===== src/rtl/alu_pkg.sv =====
// rtl/alu_pkg.sv - shared ALU op codes, arbiter states and requester ids
package alu_pkg;

    localparam logic [2:0] ALU_ADD = 3'd0;
    localparam logic [2:0] ALU_SUB = 3'd1;
    localparam logic [2:0] ALU_MUL = 3'd2;
    localparam logic [2:0] ALU_AND = 3'd3;
    localparam logic [2:0] ALU_OR  = 3'd4;
    localparam logic [2:0] ALU_XOR = 3'd5;
    localparam logic [2:0] ALU_SLL = 3'd6;
    localparam logic [2:0] ALU_SLT = 3'd7;

    typedef enum logic [1:0] {
        ST_IDLE = 2'd0,
        ST_EXEC = 2'd1,
        ST_RESP = 2'd2
    } arb_state_t;

    localparam logic REQ_EXE  = 1'b0;
    localparam logic REQ_ADDR = 1'b1;

endpackage


===== src/rtl/rr_arbiter2.sv =====
// rtl/rr_arbiter2.sv - two-input round-robin grant with last-grant memory
module rr_arbiter2
    import alu_pkg::*;
(
    input  logic       clk,
    input  logic       rst_n,
    input  logic [1:0] req,
    input  logic       update,
    output logic [1:0] grant
);

    logic last_grant;

    // Contention goes to the requester that did not win last; otherwise pass req through.
    always_comb begin
        grant = req;
        if (req == 2'b11) begin
            grant = (last_grant == REQ_ADDR) ? 2'b01 : 2'b10;
        end
    end

    always_ff @(posedge clk) begin
        if (!rst_n) begin
            last_grant <= REQ_ADDR;
        end else if (update) begin
            last_grant <= grant[1];
        end
    end

endmodule


===== src/rtl/alu_share_arbiter.sv =====
// rtl/alu_share_arbiter.sv - shares one combinational ALU between execute and address requesters
module alu_share_arbiter
    import alu_pkg::*;
#(
    parameter int DATA_WIDTH = 32,
    parameter int CNT_WIDTH  = 16
) (
    input  logic                  clk,
    input  logic                  rst_n,
    input  logic                  req0_valid,
    output logic                  req0_ready,
    input  logic [2:0]            req0_ctrl,
    input  logic [DATA_WIDTH-1:0] req0_a,
    input  logic [DATA_WIDTH-1:0] req0_b,
    input  logic                  req1_valid,
    output logic                  req1_ready,
    input  logic [2:0]            req1_ctrl,
    input  logic [DATA_WIDTH-1:0] req1_a,
    input  logic [DATA_WIDTH-1:0] req1_b,
    output logic [2:0]            alu_ctrl,
    output logic [DATA_WIDTH-1:0] alu_a,
    output logic [DATA_WIDTH-1:0] alu_b,
    input  logic [DATA_WIDTH-1:0] alu_result,
    output logic                  rsp_valid,
    input  logic                  rsp_ready,
    output logic                  rsp_id,
    output logic [DATA_WIDTH-1:0] rsp_result,
    output logic                  busy,
    output logic [CNT_WIDTH-1:0]  op_count
);

    arb_state_t state, state_next;
    logic [1:0] grant;
    logic       idle;
    logic       accept;
    logic       rsp_hs;
    logic       id_q;

    assign idle       = (state == ST_IDLE);
    assign req0_ready = idle & grant[0];
    assign req1_ready = idle & grant[1];
    assign accept     = (req0_valid & req0_ready) | (req1_valid & req1_ready);
    assign rsp_hs     = rsp_valid & rsp_ready;
    assign busy       = !idle;
    assign rsp_id     = id_q;

    rr_arbiter2 u_rr (
        .clk    (clk),
        .rst_n  (rst_n),
        .req    ({req1_valid, req0_valid}),
        .update (accept),
        .grant  (grant)
    );

    always_ff @(posedge clk) begin
        if (!rst_n) begin
            state <= ST_IDLE;
        end else begin
            state <= state_next;
        end
    end

    always_comb begin
        state_next = state;
        case (state)
            ST_IDLE: if (accept) state_next = ST_EXEC;
            ST_EXEC: state_next = ST_RESP;
            ST_RESP: if (rsp_hs) state_next = ST_IDLE;
            default: state_next = ST_IDLE;
        endcase
    end

    // Operand registers feed the ALU directly and are left untouched after the op so its inputs stay quiet.
    always_ff @(posedge clk) begin
        if (!rst_n) begin
            alu_ctrl   <= '0;
            alu_a      <= '0;
            alu_b      <= '0;
            id_q       <= REQ_EXE;
            rsp_valid  <= 1'b0;
            rsp_result <= '0;
            op_count   <= '0;
        end else begin
            if (accept) begin
                alu_ctrl <= grant[1] ? req1_ctrl : req0_ctrl;
                alu_a    <= grant[1] ? req1_a    : req0_a;
                alu_b    <= grant[1] ? req1_b    : req0_b;
                id_q     <= grant[1];
            end
            if (state == ST_EXEC) begin
                rsp_valid  <= 1'b1;
                rsp_result <= alu_result;
            end else if (rsp_hs) begin
                rsp_valid <= 1'b0;
            end
            if (rsp_hs) begin
                op_count <= op_count + CNT_WIDTH'(1);
            end
        end
    end

endmodule

===== config.mk =====
export PLATFORM = sky130hd
export DESIGN_NAME = alu_share_arbiter
export DESIGN_NICKNAME = d
export VERILOG_FILES = /design/src/rtl/alu_pkg.sv /design/src/rtl/rr_arbiter2.sv /design/src/rtl/alu_share_arbiter.sv
export SDC_FILE = /design/constraint.sdc
export NUM_CORES = 1
export LEC_CHECK = 0
export ABC_AREA = 1
export CORE_MARGIN = 4
export CORE_UTILIZATION = 39
export DETAILED_ROUTE_END_ITERATION = 8
export PLACE_DENSITY_LB_ADDON = 0.08
export SLEW_MARGIN = 10
export SYNTH_ARGS = -nofsm -noshare
export SYNTH_HDL_FRONTEND = slang
export SYNTH_SLANG_ARGS = --single-unit
export TNS_END_PERCENT = 50

===== constraint.sdc =====
create_clock -name clk -period 1.5 [get_ports clk]
set_input_delay 0.3 -clock clk [delete_from_list [all_inputs] [get_ports clk]]
set_output_delay 0.3 -clock clk [all_outputs]
set_load 0.01 [all_outputs]

==> results.ini <==
[outcome]
status=finished, violations left
violations=setup timing

[placement]
hpwl_um=13700
place_congestion=0.831
post-place-ws_ns=-0.457
port_buffers=290

[pwr]
peakVddDrop_v=0.000692
p_leak_nw=4.65
power_density_nw_per_um2=1200

[global_route]
antenna_found_initial=0
grt_max_degree=54
grt_pass1_wl_um=30300
grt_usage_pct=23.9
grt-ovfl-total=0
grt_pass1_vias=5876

[worst_setup_path]
worstPathMaxFanout=2
end_kind=output pin
worstPathRequired_ns=1.20
crit_path_cell_trace=nor2_4 > inv_2 > nor2_4 > nand2_2 > inv_1 > buf_2
slowest_delay_ns=0.33
worstPathArrival_ns=1.28
slowest_stage=dfxtp_2
rr_startpoint=state[1]
critical_path.top_delay_family=flip-flops
startpoint_type=flop
r2r_slack_ns=-0.07
crit_path_start=state[1]
cp_common_cell=nor2_4
worstSetupPathType=flop to output pin
critPathBufInv=3

[layout]
antenna_cells=0
layout_common_cells=nor2_1, clkdlybuf4s50_1, nand2_1
drive_above_1_share_pct=11.0
layout_commonest_cell=nor2_1
finish.utilization_pct=71.0
syn_to_final_growth_pct=76.9
finalNetCount=1275

[cts]
clk_pin_slew_ns=0.05
cts_hold_buf=0
root_buffer=clkbuf_16
clockBufferDepth=2
clkSinkCount=120
cts_tree=yes
cts_buffers=17
clk_latency_ns=0.41
htree_num_levels=4

[logic_synthesis]
yosysSeqAreaShare_pct=44.8
synth_mux_area_share_pct=0
synthSimpleGateAreaFrac_pct=36.8
synth_area_um2=5360
synth_adder_area_share_pct=0.233
yosysUniqueCellTypes=24
avgSynthCellArea_um2=6.68
synth_compound_area_share_pct=10.7
synth_xor_xnor_area_share_pct=0
ys_ff_latch=120
synth_top_family_by_area=simple AND/OR/NAND/NOR gates
synthesis.nets=975
yosys_warnings=0
syn_inst=803

[drt]
firstDrtPassIters=6
wl_per_cell_um=15.8
ant_nets=0
drc=0
first_iter_violations=387
viasPerCell=4.84
wirelength_um=20400
vias=6251

[min_path]
hp-class=input pin to flop
holdCritStartpoint=rst_n

[timing]
max_freq_mhz=632
min_period_over_period_pct=105
maxSlewViolCount=0
finalClockSkew_ns=0.00480
period_minus_slack_ns=1.58
worstMarginPinSlew_ns=0.347
setup_viol=46
slew_headroom_pct=76.9
postLayoutSetupSlackWorst_ns=-0.0818
rsz0062_at_grt=true
hold_violations=0

[floorplanning]
start_util_pct=40.2
core_area_um2=13300
die-area_um2=15700
dieHeight_um=125
io_pins=291
num_rows=42
die_w_um=125

[run]
cap_violations=0

area by class of cell:
class,count,area [um^2]
inverter,32,136
fill,1178,3860
sequential,120,2410
tap,176,220
multi-input combinational,597,2660
timing repair buffer,334,3390
clock buffer,25,526
timing repair inverter,1,11.3
clock inverter,7,135
per-stage QoR:
step / area, um^2 / std cells / setup TNS, ns / total power (W) / hold slack (ns)
floorplan: 5360 / 803 / 0 / 0.00507 / 0.435
global placement: 8560 / 1246 / -16.15 / 0.00670 / 0.446
detailed placement: 8560 / 1246 / -17.48 / 0.00672 / 0.458
CTS: 9110 / 1280 / -0.276 / 0.0110 / 0.183
global route: 9480 / 1292 / -5.79 / 0.0119 / 0.192
finish: 9480 / 1292 / -1.14 / 0.0113 / 0.192
final timing paths:
kind | to | cells past startpoint
max | req0_ready | 6
min | op_count[0] | 3
max reg2reg | alu_a[30] | 10
min reg2reg | rsp_id | 2
kinds of logic (layout without fill, tap and decap cells):
| group | count (synthesis) | after routing |
|---|---|---|
| buffers and inverters | 86 | 399 |
| adders and majority gates | 1 | 1 |
| and+or+nand+nor | 482 | 482 |
| DFF | 120 | 120 |
| AOI/OAI and AO/OA | 114 | 114 |
where the power goes:
part | switching (W) | total (W) | internal, W
clock | 0.00141 | 0.00449 | 0.00308
combinational | 0.00154 | 0.00308 | 0.00155
sequential | 0.000185 | 0.00377 | 0.00359
total | 0.00313 | 0.0113 | 0.00822
synthesized netlist by cell type (all sizes together):
cell type / n / area, um^2
o211ai: 1 / 7.51
nand4: 5 / 31.3
dfxtp: 120 / 2400
clkbuf: 27 / 101
buf: 27 / 175
o21ai: 103 / 515
o21bai: 1 / 7.51
nor3b: 1 / 7.51
nand3: 75 / 380
a21oi: 9 / 45.0
nand2: 171 / 652
ha: 1 / 12.5
nor3: 4 / 20.0
nor2: 226 / 883
inv: 32 / 120
routing by layer:
layer | routed length, um | global-route usage, % | vias up
met2 | 9740 | 39.2 | 226
li1 | - | - | 3159
met5 | 0 | 0 | -
met3 | 1680 | 9.21 | 30
met1 | 8490 | 28.5 | 2836
met4 | 448 | 8.48 | 0
tightest hold or removal path: cells and delay by family:
family	cells	cell delay, ns
AND/OR/NAND/NOR	2	0.12
buffers and inverters	1	0.14
registers in the layout (all words and copies together), names as in the netlist:
name,cells
alu_a,32
alu_b,32
alu_ctrl,3
op_count,16
rsp_id,1
rsp_result,32
rsp_valid,1
state,2
u_rr.last_grant,1
what timing repair did:
action,CTS,global route
buffers inserted,4,3
pin swaps,2,12
endpoints found under the setup margin,120,71
gates resized for setup,135,57
cloned,0,10
(Power assumes the default switching activity.)
